**config.mk**
```make
export PLATFORM = sky130hd
export DESIGN_NAME = jump_seq_ctrl
export DESIGN_NICKNAME = d
export VERILOG_FILES = /design/src/rtl/game_pkg.sv /design/src/rtl/game_frame_timer.sv /design/src/rtl/jump_seq_ctrl.sv
export SDC_FILE = /design/constraint.sdc
export NUM_CORES = 1
export LEC_CHECK = 0
export BUFFER_PORTS_ARGS = -buffer_cell sky130_fd_sc_hd__clkbuf_2
export CELL_PAD_IN_SITES_DETAIL_PLACEMENT = 0
export CELL_PAD_IN_SITES_GLOBAL_PLACEMENT = 1
export CORE_UTILIZATION = 42
export CTS_CLUSTER_SIZE = 16
export DETAILED_ROUTE_END_ITERATION = 12
export PLACE_DENSITY = 0.88
export SETUP_SLACK_MARGIN = 0.2
export SYNTH_ARGS = -nofsm -noshare
export SYNTH_HDL_FRONTEND = slang
export SYNTH_SLANG_ARGS = --single-unit
export TNS_END_PERCENT = 30
```
**constraint.sdc**
```tcl
create_clock -name clk -period 1.9 [get_ports clk]
set_input_delay 0.285 -clock clk [delete_from_list [all_inputs] [get_ports clk]]
set_output_delay 0.285 -clock clk [all_outputs]
set_load 0.02 [all_outputs]
```
**src/rtl/game_pkg.sv**
```systemverilog
// Shared definitions for the jump game: state encoding, datapath width
// defaults and frame timing constants. Imported by the sequencer, its frame
// timer and the graphics blocks.
package game_pkg;

    typedef enum logic [2:0] {
        ST_IDLE   = 3'd0,
        ST_CHARGE = 3'd1,
        ST_FLIGHT = 3'd2,
        ST_JUDGE  = 3'd3,
        ST_SCROLL = 3'd4,
        ST_OVER   = 3'd5
    } game_state_t;

    // Datapath width defaults
    localparam int POWER_W_DEF       = 8;
    localparam int SCORE_W_DEF       = 16;
    localparam int POWER_MAX_DEF     = 255;
    localparam int CHARGE_STEP_DEF   = 2;
    localparam int LIVES_INIT_DEF    = 3;

    // Frame timing constants (counted in frame_tick pulses)
    localparam int JUDGE_TIMEOUT_DEF = 4;
    localparam int SCROLL_FRAMES_DEF = 32;
    localparam int FRAME_CNT_W       = 6;

endpackage

```
**src/rtl/game_frame_timer.sv**
```systemverilog
// Frame tick counter with synchronous clear and a terminal-count strobe.
// The strobe fires on the tick that completes i_limit ticks since the last
// clear; the owner clears it whenever it changes state.
module game_frame_timer
    import game_pkg::*;
#(
    parameter int CNT_W = FRAME_CNT_W
) (
    input  logic             clk,
    input  logic             rst,
    input  logic             i_clr,
    input  logic             i_tick,
    input  logic [CNT_W-1:0] i_limit,
    output logic             o_tc
);

    logic [CNT_W-1:0] r_count;

    // Count frame ticks; clear has priority over a coincident tick
    always_ff @(posedge clk) begin
        if (rst || i_clr) begin
            r_count <= '0;
        end else if (i_tick) begin
            r_count <= r_count + CNT_W'(1);
        end
    end

    assign o_tc = i_tick && (r_count == (i_limit - CNT_W'(1)));

endmodule

```
**src/rtl/jump_seq_ctrl.sv**
```systemverilog
// Jump game sequencer: charge / launch / flight / judge / scroll cycle,
// score, lives and game-over. All outputs are registered.
// Optional feature: define GAME_CTRL_LIVES_EN to enable multiple lives;
// otherwise lives reads 1 and any miss ends the game.
module jump_seq_ctrl
    import game_pkg::*;
#(
    parameter int POWER_W       = POWER_W_DEF,
    parameter int POWER_MAX     = POWER_MAX_DEF,
    parameter int CHARGE_STEP   = CHARGE_STEP_DEF,
    parameter int SCORE_W       = SCORE_W_DEF,
    parameter int JUDGE_TIMEOUT = JUDGE_TIMEOUT_DEF,
    parameter int SCROLL_FRAMES = SCROLL_FRAMES_DEF
`ifdef GAME_CTRL_LIVES_EN
    ,
    parameter int LIVES_INIT    = LIVES_INIT_DEF
`endif
) (
    input  logic               clk,
    input  logic               rst,
    input  logic               frame_tick,
    input  logic               btn,
    input  logic               flight_done,
    input  logic               land_valid,
    input  logic               land_ok,
    output logic [2:0]         state,
    output logic               jump_start,
    output logic [POWER_W-1:0] jump_power,
    output logic               charging,
    output logic               judge_req,
    output logic               scroll_active,
    output logic [SCORE_W-1:0] score,
    output logic [1:0]         lives,
    output logic               game_over
);

    localparam logic [2:0] S_IDLE   = ST_IDLE;
    localparam logic [2:0] S_CHARGE = ST_CHARGE;
    localparam logic [2:0] S_FLIGHT = ST_FLIGHT;
    localparam logic [2:0] S_JUDGE  = ST_JUDGE;
    localparam logic [2:0] S_SCROLL = ST_SCROLL;
    localparam logic [2:0] S_OVER   = ST_OVER;

    logic               r_btn_d;
    logic               r_armed;    // a low btn has been seen since reset
    logic               r_rise;     // registered press edge
    logic [2:0]         r_state;
    logic [POWER_W-1:0] r_power;
    logic [POWER_W-1:0] r_jump_power;
    logic               r_jump_start;
    logic               r_charging;
    logic               r_judge_req;
    logic               r_scroll;
    logic               r_game_over;
    logic [SCORE_W-1:0] r_score;

    logic [2:0]           w_state_next;
    logic [POWER_W-1:0]   w_power_next;
    logic [SCORE_W-1:0]   w_score_next;
    logic [POWER_W:0]     w_power_sum;
    logic                 w_miss;
    logic                 w_launch;
    logic                 w_tc;
    logic [FRAME_CNT_W-1:0] w_limit;

`ifdef GAME_CTRL_LIVES_EN
    logic [1:0] r_lives;
    logic [1:0] w_lives_next;
`endif

    assign w_power_sum = {1'b0, r_power} + (POWER_W+1)'(CHARGE_STEP);
    assign w_launch    = (r_state == S_CHARGE) && (w_state_next == S_FLIGHT);
    assign w_limit     = (r_state == S_JUDGE) ? FRAME_CNT_W'(JUDGE_TIMEOUT)
                                              : FRAME_CNT_W'(SCROLL_FRAMES);

    game_frame_timer #(
        .CNT_W (FRAME_CNT_W)
    ) u_frame_timer (
        .clk     (clk),
        .rst     (rst),
        .i_clr   (w_state_next != r_state),
        .i_tick  (frame_tick),
        .i_limit (w_limit),
        .o_tc    (w_tc)
    );

    // Next-state, charge power, score and (optionally) lives decisions
    always_comb begin
        w_state_next = r_state;
        w_power_next = r_power;
        w_score_next = r_score;
        w_miss       = 1'b0;
        case (r_state)
            S_IDLE: begin
                if (r_rise) begin
                    w_state_next = S_CHARGE;
                    w_power_next = '0;
                end
            end
            S_CHARGE: begin
                // Raw btn gates the increment so a release coinciding with a
                // tick adds nothing; the registered copy drives the launch.
                if (!r_btn_d) begin
                    w_state_next = S_FLIGHT;
                end else if (frame_tick && btn) begin
                    if (w_power_sum > (POWER_W+1)'(POWER_MAX)) begin
                        w_power_next = POWER_W'(POWER_MAX);
                    end else begin
                        w_power_next = w_power_sum[POWER_W-1:0];
                    end
                end
            end
            S_FLIGHT: begin
                if (flight_done) begin
                    w_state_next = S_JUDGE;
                end
            end
            S_JUDGE: begin
                // A verdict outranks a timeout arriving in the same cycle
                if (land_valid) begin
                    if (land_ok) begin
                        if (r_score != '1) begin
                            w_score_next = r_score + SCORE_W'(1);
                        end
                        w_state_next = S_SCROLL;
                    end else begin
                        w_miss = 1'b1;
                    end
                end else if (w_tc) begin
                    w_miss = 1'b1;
                end
            end
            S_SCROLL: begin
                if (w_tc) begin
                    w_state_next = S_IDLE;
                end
            end
            S_OVER: begin
                if (r_rise) begin
                    w_state_next = S_IDLE;
                    w_score_next = '0;
                end
            end
            default: begin
                w_state_next = S_IDLE;
            end
        endcase
`ifdef GAME_CTRL_LIVES_EN
        w_lives_next = r_lives;
        if (r_state == S_OVER && r_rise) begin
            w_lives_next = 2'(LIVES_INIT);
        end
        if (w_miss) begin
            if (r_lives <= 2'd1) begin
                w_lives_next = 2'd0;
                w_state_next = S_OVER;
            end else begin
                w_lives_next = r_lives - 2'd1;
                w_state_next = S_SCROLL;
            end
        end
`else
        if (w_miss) begin
            w_state_next = S_OVER;
        end
`endif
    end

    // Button edge pipeline, state register and registered outputs
    always_ff @(posedge clk) begin
        if (rst) begin
            r_btn_d      <= 1'b0;
            r_armed      <= 1'b0;
            r_rise       <= 1'b0;
            r_state      <= S_IDLE;
            r_power      <= '0;
            r_jump_power <= '0;
            r_jump_start <= 1'b0;
            r_charging   <= 1'b0;
            r_judge_req  <= 1'b0;
            r_scroll     <= 1'b0;
            r_game_over  <= 1'b0;
            r_score      <= '0;
        end else begin
            r_btn_d      <= btn;
            r_armed      <= r_armed | ~btn;
            r_rise       <= btn & ~r_btn_d & r_armed;
            r_state      <= w_state_next;
            r_power      <= w_power_next;
            r_score      <= w_score_next;
            r_jump_start <= w_launch;
            if (w_launch) begin
                r_jump_power <= r_power;
            end
            r_charging   <= (w_state_next == S_CHARGE);
            r_judge_req  <= (w_state_next == S_JUDGE);
            r_scroll     <= (w_state_next == S_SCROLL);
            r_game_over  <= (w_state_next == S_OVER);
        end
    end

`ifdef GAME_CTRL_LIVES_EN
    // Remaining lives, restored on reset and on restart from game over
    always_ff @(posedge clk) begin
        if (rst) begin
            r_lives <= 2'(LIVES_INIT);
        end else begin
            r_lives <= w_lives_next;
        end
    end
    assign lives = r_lives;
`else
    assign lives = 2'd1;
`endif

    assign state         = r_state;
    assign jump_start    = r_jump_start;
    assign jump_power    = r_jump_power;
    assign charging      = r_charging;
    assign judge_req     = r_judge_req;
    assign scroll_active = r_scroll;
    assign score         = r_score;
    assign game_over     = r_game_over;

endmodule

```
# == After elaboration in Yosys (flattened, before gate mapping) ==
# Index checks and enable logic that the tools add are counted.
# op_classes
n_mux,24
n_bitwise,5
order_cmp,1
n_reduce_logical,9
addsub,4
n_eq_ne,20
# op_table
op,n
$mux 16,4
$mux 8,4
$pmux 16 s2,1
$mux 3,8
$pmux 3 s6,1
$add 16x1->16 const B,1
$ne 16x16->1 const B,1
$pmux 8 s2,1
$eq 3x2->1 const B,4
$eq 3x3->1 const B,4
$ne 2x2->1 const B,5
$add 8x2->9 const B,1
$gt 9x8->1 const B,1
$add 6x1->6 const B,1
$eq 3x1->1 const B,2
$eq 6x6->1,1
$mux 6,1
$sub 6x1->6 const B,1
$reduce_and 5->1,1
$mux 1,4
$ne 2x1->1 const B,2
$reduce_and 4->1,1
$reduce_bool 2->1,2
$logic_and 1x1->1,3
other kinds (6),8
# word_totals
regBits,49
in_bits,7

# == Longest topological paths before layout ==
# Gate-level depths: netlist of the first run.
# logic_depth
word_depth,11
ltp_mapped,7
ltp_nobuf,6

# == Cells and area by module ==
# From an unflattened synthesis of the first run, not the netlist that was laid out.
# unflattened
cells_unflattened,306
area_unflattened_um2,2524.9
# modules_own_cells
mod,cells_each,area_each_um2,n_inst,seq_area_each_um2
jump_seq_ctrl,260,2127.0,1,860.8
game_frame_timer,46,397.9,1,120.1

# == Least setup slack after synthesis of the first run ==
# Ideal clock, no wire load.
# synth_timing
path_type,register to register
start,register r_state[1] (netlist: state[1])
end,register u_frame_timer.r_count[0]
slack_ns,0.001
stages_incl_launch_ff,7
setup_time_ns,0.072
arrival_ns,1.828
path_buffers,1
required_ns,1.828
period_less_slack_ns,1.899
cell_sequence,dfxtp_1 buf_6 nand3b_4 mux2i_1 or3_4 a211oi_4 mux2i_1
# synth_via
elab_chain_len,11
elab_cells_between_ends,24
cone_classes,1 x add/sub; 7 x eq/ne; 13 x mux; 3 x reduce/logical
# synth_rtl
item,line_no,rtl
from (decl),jump_seq_ctrl.sv:47,logic [2:0] r_state;
from (signal assigned),jump_seq_ctrl.sv:188,r_state <= w_state_next;
$eq 3x2->1,"jump_seq_ctrl.sv:73, jump_seq_ctrl.sv:93",
$mux 6,jump_seq_ctrl.sv:73,assign w_limit = (r_state == S_JUDGE) ? FRAME_CNT_W'(JUDGE_TIMEOUT)
$sub 6x1->6,game_frame_timer.sv:28,assign o_tc = i_tick && (r_count == (i_limit - CNT_W'(1)));
$eq 6x6->1,game_frame_timer.sv:28,
$logic_and 1x1->1,game_frame_timer.sv:28,
$mux 1,jump_seq_ctrl.sv:129,end else if (w_tc) begin
$mux 1,jump_seq_ctrl.sv:120,if (land_valid) begin
$mux 1,jump_seq_ctrl.sv:93,case (r_state)
$mux 3,jump_seq_ctrl.sv:163,if (w_miss) begin
$ne 3x3->1 (*),jump_seq_ctrl.sv:81,".i_clr (w_state_next != r_state),"
$logic_or 1x1->1 (*),game_frame_timer.sv:21,if (rst || i_clr) begin
to (signal assigned),game_frame_timer.sv:24,r_count <= r_count + CNT_W'(1);
to (decl),game_frame_timer.sv:17,logic [CNT_W-1:0] r_count;
# Every way passes the cells marked *; elsewhere a longest branch is shown, timed or not.
# A chain may end at the register's enable or synchronous reset.

# == Final worst setup path of the first run ==
# layout_timing
start,register u_frame_timer.r_count[0]
end,register u_frame_timer.r_count[0]
# layout_via
elab_chain_len,8
elab_cells_between_ends,11
cone_classes,1 x add/sub; 2 x eq/ne; 6 x mux; 2 x reduce/logical
# layout_rtl
item,line_no
$eq 6x6->1,game_frame_timer.sv:28
$logic_and 1x1->1,game_frame_timer.sv:28
$mux 1,jump_seq_ctrl.sv:129
$mux 1,jump_seq_ctrl.sv:120
$mux 1,jump_seq_ctrl.sv:93
$mux 3,jump_seq_ctrl.sv:163
$ne 3x3->1,jump_seq_ctrl.sv:81
$logic_or 1x1->1,game_frame_timer.sv:21
# Parallel ways exist; a longest one is shown, timed or not.

==> flow_metrics.env, run 1 <==
export IMPL_syn_inst=308
export IMPL_dp_hpwl_um=4317
export IMPL_place_ws_ns=0.08743
export IMPL_r2r_start="u_frame_timer.r_count[0]"
export IMPL_slew_violations=0
export IMPL_path_clk_slew_ns=0.10
export IMPL_avgSynthCellArea_um2=8.320
export IMPL_instances_no_fill=448
export IMPL_hold_path_class="in -> reg"
export IMPL_synth_ff_latch_count=49
export IMPL_cp_arrival_ns=1.99
export IMPL_synth_common_cells="dfxtp_1, nand2_1, nor2_1"
export IMPL_area_growth_pct=29.83
export IMPL_diodes=0
export IMPL_nets=383
export IMPL_synth_top_area_share_pct=38.28
export IMPL_rsz0062_at_grt="yes"
export IMPL_worstPathMaxFanout=8
export IMPL_ys_seq_area_share_pct=38.28
export IMPL_wire_per_inst_um=13.84
export IMPL_worstPathRequired_ns=2.13
export IMPL_drc_errors=0
export IMPL_grt_pass1_wl_um=10140
export IMPL_dieArea_um2=6418
export IMPL_min_period_ns=1.760
export IMPL_antenna_found_initial=0
export IMPL_cts_hold_buf=0
export IMPL_grt_pass1_vias=2170
export IMPL_start_util_pct=43.54
export IMPL_postLayoutSetupSlackWorst_ns=0.1402
export IMPL_grt_use_met3_pct=4.205
export IMPL_p_leak_nw=1.290
export IMPL_grt_usage_pct=19.98
export IMPL_p_per_area_nw_per_um2=565.6
export IMPL_yosysMostFrequentCell="dfxtp_1"
export IMPL_whs_path_depth=2
export IMPL_async_flop_share_pct=0
export IMPL_synth_edff_count=0
export IMPL_grt_max_degree=17
export IMPL_cts_buffer_depth=2
export IMPL_row_count=28
export IMPL_netlist_area_um2=2562
export IMPL_via_count=2406
export IMPL_yosys_top_cells_area="dfxtp_1, nand2_1, nor2_1"
export IMPL_critPathLaunch="u_frame_timer.r_count[0]"
export IMPL_grt_overflow_total=0
export IMPL_crit_type="reg -> reg"
export IMPL_finalSetupViolCount=0
export IMPL_core_area_um2=5886
export IMPL_clock_latency_ns=0.31
export IMPL_io_buffers=38
export IMPL_met1_usage_pct=27.11
export IMPL_syn_nets=319
export IMPL_r2r_end="u_frame_timer.r_count[0]"
export IMPL_grtUsageMet2_pct=32.31
export IMPL_yosysUniqueCellTypes=50
export IMPL_synth_ff_type="dfxtp_1"
export IMPL_worstRegToRegCells=6
export IMPL_endpoint="u_frame_timer.r_count[0]"
export IMPL_place_inst=431
export IMPL_postLayoutCoreUtil_pct=56.53
export IMPL_peakVddDrop_uv=470.6
export IMPL_cp_start_kind="flip-flop"
export IMPL_finalSetupTns_ns=0
export IMPL_drive_above_1_share_pct=31.64
export IMPL_critPathCaptureType="flip-flop"
export IMPL_top_usage_layer="met2"
export IMPL_drt_pass1_iter_count=4
export IMPL_hold_violations=0
export IMPL_synth_top_area_cell="dfxtp_1"
export IMPL_status="complete, no violations"
export IMPL_fmax_mhz=568.3
export IMPL_h_tree_depth=2
export IMPL_drt_wl_total_um=6200
export IMPL_min_period_over_period_pct=92.62
export IMPL_chipHeight_um=80.11
export IMPL_cap_violations=0
export IMPL_ant_nets=0
export IMPL_cts_buffers=5
export IMPL_drt_initial_drc_count=125
export IMPL_skew_ns=0.01575
export IMPL_place_congestion=0.8411
export IMPL_vias_per_cell=5.371
export IMPL_reg2reg_slack_ns=0.14
export IMPL_die_w_um=80.11
export IMPL_ys_warnings_count=0
export IMPL_ios=41
export IMPL_tritoncts="done"
export IMPL_clock_sinks=49
export IMPL_cts_root_buf="clkbuf_8"
==> cell usage in the layout, fill, tap and decap left out, types with 3 or more instances in the layout <==
| master | count |
|---|---|
| clkbuf_2 | 38 |
| dfxtp_1 | 37 |
| nand2_1 | 31 |
| nor2_1 | 30 |
| buf_4 | 29 |
| a21oi_1 | 18 |
| nand3_1 | 17 |
| nand4_1 | 15 |
| xor2_1 | 10 |
| mux2i_1 | 8 |
| xnor2_1 | 8 |
| nor3_1 | 7 |
| o21ai_0 | 7 |
| dfxtp_4 | 7 |
| inv_1 | 6 |
| a211oi_1 | 6 |
| clkbuf_8 | 6 |
| nand3b_1 | 5 |
| and3_1 | 5 |
| a31oi_1 | 5 |
| dfxtp_2 | 5 |
| nor2b_1 | 4 |
| and4_1 | 4 |
| nor4_1 | 3 |
| o31ai_1 | 3 |
| nor3b_1 | 3 |
| nand4b_1 | 3 |
| nand2b_1 | 3 |
| buf_6 | 3 |
==> how the worst min path moves through the flow <==
stage / start / endpoint / slack, ns
detailed placement: r_armed / r_rise / 0.44
global placement: r_armed / r_rise / 0.43
CTS: btn / r_armed / 0.17
finish: btn / r_armed / 0.18
global route: btn / r_armed / 0.19
floorplan: btn / r_armed / 0.38
==> worst max-delay path, stage by stage (launching register included) <==
cell	delay, ns
dfxtp_2	0.39
ha_4	0.15
nand2_2	0.07
or3_4	0.41
a211oi_4	0.31
buf_12	0.17
mux2i_1	0.19
==> layout make-up <==
class	count	area, um^2
clock buffer	6	82.58
clock inverter	2	17.52
fill	544	2559
inverter	6	22.52
multi-input combinational	237	1600
sequential	49	1013
tap	75	93.84
timing repair buffer	73	496.7
==> report_power, final <==
group / internal (mW) / switching (mW) / total, mW
sequential: 1.03 / 0.0172 / 1.05
clock: 0.303 / 0.375 / 0.678
combinational: 0.0625 / 0.0898 / 0.152
total: 1.40 / 0.482 / 1.88
==> flip-flops by register name, summed over array words and instances, names as in the netlist <==
signal                 flops
scroll_active              1
state                      3
jump_power                 8
score                     16
r_rise                     1
game_over                  1
r_power                    8
r_btn_d                    1
r_armed                    1
jump_start                 1
judge_req                  1
charging                   1
u_frame_timer.r_count      6
==> what timing repair did <==
action                                  in CTS  in global routing
pin swaps                                    2                  8
gates resized for setup                     12                 27
buffers inserted                             6                  3
endpoints found under the setup margin      17                 27
==> per-stage QoR <==
step	area [um^2]	hold slack, ns	total power, mW
2_1_floorplan	2584	0.3769	1.171
3_3_place_gp	3009	0.4334	1.210
3_5_place_dp	3009	0.4359	1.211
4_1_cts	3187	0.1697	1.892
5_1_grt	3327	0.1874	1.956
6_report	3327	0.1772	1.882
==> kinds of logic (layout without fill, tap and decap cells) <==
kind of cell / Yosys count / count (layout) / synth area share (%)
buffers and inverters: 22 / 87 / 3.954
other: 2 / 2 / 0.2931
xor gates and xnor gates: 18 / 18 / 6.152
muxes: 9 / 9 / 3.565
adders and majority gates: 4 / 4 / 1.953
AOI/OAI and AO/OA: 54 / 54 / 13.87
DFF: 49 / 49 / 38.28
and+or+nand+nor: 150 / 150 / 31.93
==> metal layers <==
layer,vias to the layer above,part of all wire (%)
met2,40,47
met1,1125,48
li1,1235,-
met3,6,3.6
met5,-,0
met4,0,0.95
Power figures use the tool's default switching activity.
==> inputs of run 2 (changes only) <==
--- a/config.mk
+++ b/config.mk
@@ -5,13 +5,14 @@
 export SDC_FILE = /design/constraint.sdc
 export NUM_CORES = 1
 export LEC_CHECK = 0
+export ABC_AREA = 1
 export BUFFER_PORTS_ARGS = -buffer_cell sky130_fd_sc_hd__clkbuf_2
 export CELL_PAD_IN_SITES_DETAIL_PLACEMENT = 0
 export CELL_PAD_IN_SITES_GLOBAL_PLACEMENT = 1
-export CORE_UTILIZATION = 42
+export CORE_UTILIZATION = 39
 export CTS_CLUSTER_SIZE = 16
 export DETAILED_ROUTE_END_ITERATION = 12
-export PLACE_DENSITY = 0.88
+export PLACE_DENSITY = 0.87
 export SETUP_SLACK_MARGIN = 0.2
 export SYNTH_ARGS = -nofsm -noshare
 export SYNTH_HDL_FRONTEND = slang
==> run 2 against run 1 <==
Net effect: sequential share of layout area rose by 3.3 points; fmax rose by 7.9%; via count fell by 5.0%; synthesized cell count rose by 13%; worst setup slack improved by 0.13 ns; flip-flop and latch count did not move; critical path type unchanged; largest power group unchanged; highest routed layer unchanged.
==> flow_metrics.env, run 2 <==
export IMPL_syn_inst=348
export IMPL_hold_violations=0
export IMPL_grt_overflow_total=0
export IMPL_synth_ff_type="dfxtp_1"
export IMPL_path_clk_slew_ns=0.10
export IMPL_cap_violations=0
export IMPL_nets=405
export IMPL_diodes=0
export IMPL_ys_seq_area_share_pct=40.50
export IMPL_synth_top_area_cell="dfxtp_1"
export IMPL_critPathCaptureType="flip-flop"
export IMPL_worstPathMaxFanout=6
export IMPL_area_growth_pct=22.78
export IMPL_clock_sinks=49
export IMPL_muxShareOfSynthArea_pct=0.4132
export IMPL_min_period_over_period_pct=85.82
export IMPL_fmax_mhz=613.2
export IMPL_io_buffers=38
export IMPL_netlist_area_um2=2422
export IMPL_yosys_area_share_adder_pct=2.066
export IMPL_min_period_ns=1.631
export IMPL_slew_violations=0
export IMPL_critPathMostFrequentCell="nand2_1"
export IMPL_hold_path_class="in -> reg"
export IMPL_ant_nets=0
export IMPL_cts_hold_buf=0
export IMPL_p_per_area_nw_per_um2=605.6
export IMPL_skew_ns=0.01084
export IMPL_cpPeakStageDelay_ns=0.44
export IMPL_core_area_um2=5956
export IMPL_die_w_um=80.81
export IMPL_finalSetupTns_ns=0
export IMPL_synth_common_cells="nand2_1, dfxtp_1, nor2_1"
export IMPL_chipHeight_um=80.81
export IMPL_synth_xor_area_share_pct=2.893
export IMPL_final_common_cell="nand2_1"
export IMPL_grt_pass1_vias=2089
export IMPL_cts_root_buf="clkbuf_8"
export IMPL_h_tree_depth=2
export IMPL_ys_warnings_count=0
export IMPL_clock_latency_ns=0.30
export IMPL_path_cells="nand2_1 > nor2_1 > nand2_1 > nand2_1 > nand2_1 > inv_1 > nand4_1 > nand2_4 > o21ai_2 > a21oi_1"
export IMPL_cp_start_kind="flip-flop"
export IMPL_finalSetupViolCount=0
export IMPL_rsz0062_at_grt="yes"
export IMPL_largest_reg_flops=16
export IMPL_crit_type="reg -> reg"
export IMPL_final_cell_mix="nand2_1, nor2_1, dfxtp_1, clkbuf_2, inv_1"
export IMPL_synth_compound_area_share_pct=13.79
export IMPL_cts_buffers=5
export IMPL_worstPathRequired_ns=2.13
export IMPL_drt_initial_drc_count=105
export IMPL_tritoncts="done"
export IMPL_drt_wl_total_um=5606
export IMPL_yosys_top_cells_area="dfxtp_1, nand2_1, nor2_1"
export IMPL_avgSynthCellArea_um2=6.961
export IMPL_fillers=639
export IMPL_ios=41
export IMPL_status="complete, no violations"
export IMPL_drt_pass1_iter_count=4
export IMPL_cp_slowest_cell="dfxtp_1"
export IMPL_synth_top_area_share_pct=40.50
export IMPL_synth_ff_latch_count=49
export IMPL_cp_arrival_ns=1.86
export IMPL_cts_buffer_depth=2
export IMPL_grt_pass1_wl_um=9252
export IMPL_vias_per_cell=4.864
export IMPL_synthSimpleGateAreaFrac_pct=30.84
export IMPL_async_flop_share_pct=0
export IMPL_yosysMostFrequentCell="nand2_1"
export IMPL_place_congestion=0.8389
export IMPL_synth_edff_count=0
export IMPL_via_count=2286
export IMPL_grt_usage_pct=17.90
export IMPL_dieArea_um2=6530
export IMPL_whs_ns=0.2269
export IMPL_wire_per_inst_um=11.93
export IMPL_row_count=28
export IMPL_yosysUniqueCellTypes=36
export IMPL_grt_max_degree=21
export IMPL_synth_top_family_by_area="simple AND/OR/NAND/NOR gates"
export IMPL_start_util_pct=40.67
export IMPL_peakVddDrop_uv=358.8
export IMPL_drc_errors=0
export IMPL_dp_hpwl_um=4103
export IMPL_p_leak_nw=1.262
export IMPL_syn_nets=359
export IMPL_drive_above_1_share_pct=28.61
export IMPL_antenna_found_initial=0
[run 2: changes by cell type in the layout (fill, tap and decap cells not counted), sizes merged, moves of 9 or more]
cell and change:
a21oi +9, nand2 +41, o21ai +18, buf -24
nor2 +20, inv +38
[run 2: final cells by class]
cell class | count | area [um^2] | share of cell area, %
repair buffers | 49 | 276.5 | 9.297
clock buffers | 5 | 68.82 | 2.314
flip-flops and latches | 49 | 1005 | 33.78
clock inverters | 3 | 21.27 | 0.7152
multi-input cells | 245 | 1341 | 45.10
well taps | 75 | 93.84 | 3.155
inverters | 44 | 167.7 | 5.637
[run 2: cells by family (layout without fill, tap and decap cells)]
family / count (synthesis) / in the layout
fa+ha+maj: 4 / 4
compound gates: 61 / 61
mux: 1 / 1
flops: 49 / 49
buf+inv: 54 / 101
xor+xnor: 8 / 8
other cells: 2 / 2
simple gates: 169 / 169
[run 2: repair_timing]
item | 4_1_cts | 5_1_grt
gates cloned | 0 | 0
endpoints found under the hold margin | 0 | 0
pin swaps | 0 | 13
setup buffers | 0 | 2
endpoints found under the setup margin | 15 | 30
resized for setup | 1 | 50
[run 2: routing by layer]
layer / part of all wire (%) / track usage, %
met5: 0 / 0
met4: 0.84 / 4.821
met3: 2.8 / 3.371
met2: 47 / 29.92
met1: 50 / 23.46
[run 2: worst max-delay path: cells and delay by family (launching register included)]
family	cells	cell delay [ns]
flops	1	0.44
simple gates	7	0.83
buf+inv	1	0.06
compound gates	2	0.22
[run 2: worst paths after layout]
path                endpoint  slack, ns  cells past startpoint       start
hold reg to reg       r_rise       0.44                      2     r_armed
hold / removal       r_armed       0.23                      2         btn
setup / recovery  r_power[7]       0.27                     10  r_power[4]
setup reg to reg  r_power[7]       0.27                     10  r_power[4]
[run 2: where the power goes]
part,internal (mW),switching [mW]
logic,0.0360,0.0737
clock network,0.262,0.377
registers,1.04,0.0129
[run 2: stage by stage]
step | setup WS (ns) | instance area (um^2) | cells | power [mW] | utilization, %
3_5_place_dp | 0.1693 | 2719 | 460 | 1.188 | 45.65
3_3_place_gp | 0.1785 | 2719 | 460 | 1.187 | 45.65
6_report | 0.2693 | 2974 | 470 | 1.801 | 49.94
5_1_grt | 0.1441 | 2974 | 470 | 1.880 | 49.94
2_1_floorplan | 0.2781 | 2425 | 348 | 1.157 | -
4_1_cts | 0.1822 | 2811 | 468 | 1.829 | 47.21
==> inputs of run 3 (changes only) <==
--- a/config.mk
+++ b/config.mk
@@ -12,7 +12,7 @@
 export CORE_UTILIZATION = 39
 export CTS_CLUSTER_SIZE = 16
 export DETAILED_ROUTE_END_ITERATION = 12
-export PLACE_DENSITY = 0.87
+export PLACE_DENSITY = 0.78
 export SETUP_SLACK_MARGIN = 0.2
 export SYNTH_ARGS = -nofsm -noshare
 export SYNTH_HDL_FRONTEND = slang
==> constraint.sdc (replaced) <==
create_clock -name clk -period 1.9 [get_ports clk]
set_input_delay 0.285 -clock clk [delete_from_list [all_inputs] [get_ports clk]]
set_output_delay 0.285 -clock clk [all_outputs]
set_load 0.05 [all_outputs]
==> run 3 against run 2 <==
Net effect: non-clock buffer count down 2; sequential share of layout area rose by 0.39 points; worst setup slack improved by 0.049 ns; register-to-register slack improved by 0.05 ns; first-iteration DRC count up 10%; combinational power is 25% higher; largest power group unchanged; highest routed layer unchanged.
==> flow_metrics.env, run 3 (synthesized netlist as in run 2, its figures left out) <==
export IMPL_peakVddDrop_uv=294.7
export IMPL_postLayoutCellArea_um2=2995
export IMPL_hold_path_class="in -> reg"
export IMPL_place_congestion=0.8073
export IMPL_area_growth_pct=23.66
export IMPL_routed_wl_met3_um=193
export IMPL_dpl_cell_area_um2=2730
export IMPL_route_met2_wl_um=2592
export IMPL_cts_buffers=5
export IMPL_antenna_found_initial=0
export IMPL_hold_violations=0
export IMPL_slew_violations=0
export IMPL_ios=41
export IMPL_final_common_cell="nand2_1"
export IMPL_postLayoutSetupSlackWorst_ns=0.3185
export IMPL_finalSetupTns_ns=0
export IMPL_r2r_start="state[1]"
export IMPL_instances_no_fill=468
export IMPL_drc_errors=0
export IMPL_row_count=28
export IMPL_path_clk_slew_ns=0.10
export IMPL_worstRegToRegCells=8
export IMPL_min_from="btn"
export IMPL_grt_max_degree=21
export IMPL_path_cells="or2_2 > nor2_2 > inv_2 > nand2_2 > nand3_1 > inv_1 > o21ai_0 > a21oi_1"
export IMPL_wire_per_inst_um=12.04
export IMPL_nets=403
export IMPL_largest_reg_flops=16
export IMPL_core_area_um2=5956
export IMPL_min_to="r_armed"
export IMPL_met1_length_um=2783
export IMPL_die_w_um=80.81
export IMPL_p_per_area_nw_per_um2=615.7
export IMPL_start_util_pct=40.67
export IMPL_rsz0062_at_grt="yes"
export IMPL_drive_above_1_share_pct=31.55
export IMPL_h_tree_depth=2
export IMPL_grt_pass1_vias=2094
export IMPL_routed_top_layer="met4"
export IMPL_status="complete, no violations"
export IMPL_drt_wl_total_um=5633
export IMPL_grt_overflow_total=0
export IMPL_worst_path_buf_inv=2
export IMPL_grt_pass1_wl_um=9453
export IMPL_via_count=2295
export IMPL_min_period_over_period_pct=83.24
export IMPL_power_mw=1.844
export IMPL_dieArea_um2=6530
export IMPL_place_ws_ns=0.1659
export IMPL_worstPathMaxFanout=6
export IMPL_dp_hpwl_um=4178
export IMPL_fmax_mhz=632.3
export IMPL_cp_slowest_cell="dfxtp_2"
export IMPL_ant_nets=0
export IMPL_cts_root_buf="clkbuf_8"
export IMPL_vias_per_cell=4.904
export IMPL_finalSetupViolCount=0
export IMPL_cp_arrival_ns=1.81
export IMPL_min_period_ns=1.581
export IMPL_r2r_end="r_power[3]"
export IMPL_io_buffers=38
export IMPL_clock_latency_ns=0.31
export IMPL_critPathCaptureType="flip-flop"
export IMPL_whs_path_depth=2
export IMPL_cts_buffer_depth=2
export IMPL_skew_ns=0.01138
export IMPL_cp_start_kind="flip-flop"
export IMPL_cpPeakStageDelay_ns=0.36
export IMPL_diodes=0
export IMPL_cap_violations=0
export IMPL_worstPathRequired_ns=2.13
export IMPL_drt_pass1_iter_count=4
export IMPL_tritoncts="done"
export IMPL_final_cell_mix="nand2_1, nor2_1, clkbuf_2"
export IMPL_grt_usage_pct=18.52
export IMPL_clock_sinks=49
export IMPL_p_leak_nw=1.250
export IMPL_crit_type="reg -> reg"
export IMPL_crit_family="simple AND/OR/NAND/NOR gates"
export IMPL_chipHeight_um=80.81
export IMPL_reg2reg_slack_ns=0.32
export IMPL_drt_initial_drc_count=116
export IMPL_place_inst=458
-- run 3: metal layers --
layer  vias to the layer above  global-route usage (%)
met5                         -                       0
met4                         0                   5.357
met3                         7                   4.270
met2                        33                   30.84
met1                      1043                   23.73
li1                       1212                       -
-- run 3: layout make-up --
cell class / count / area, um^2
inverters: 44 / 170.2
clock buffers: 5 / 68.82
repair buffers: 47 / 265.3
fillers: 611 / 2960
multi-input cells: 245 / 1349
flip-flops and latches: 49 / 1023
clock inverters: 3 / 25.02
well taps: 75 / 93.84
-- run 3: what timing repair did --
item | CTS | global route
buffers inserted | 0 | 2
pin swaps | 0 | 14
hold buffers | 0 | 0
endpoints found under the setup margin | 15 | 30
gates resized for setup | 1 | 43
-- run 3: worst max-delay path by stage --
| stage | start | slack [ns] | to | cells after the start |
|---|---|---|---|---|
| after floorplan | score[0] | 0.23 | score[0] | 8 |
| after CTS | score[0] | 0.18 | score[10] | 10 |
| after global placement | r_power[1] | 0.22 | r_power[4] | 10 |
| after global routing | state[0] | 0.17 | r_power[1] | 10 |
| after detailed placement | r_power[1] | 0.17 | r_power[4] | 10 |
| final | state[1] | 0.32 | r_power[3] | 8 |
-- run 3: per-stage QoR --
step | util, % | hold WS [ns]
2_1_floorplan | - | 0.3809
3_3_place_gp | 45.84 | 0.4446
3_5_place_dp | 45.84 | 0.4423
4_1_cts | 47.44 | 0.1717
5_1_grt | 50.29 | 0.1797
6_report | 50.29 | 0.1782
-- run 3: power by group --
part           internal [mW]  switching, mW
logic                 0.0380          0.100
clock network          0.269          0.387
registers               1.04         0.0125
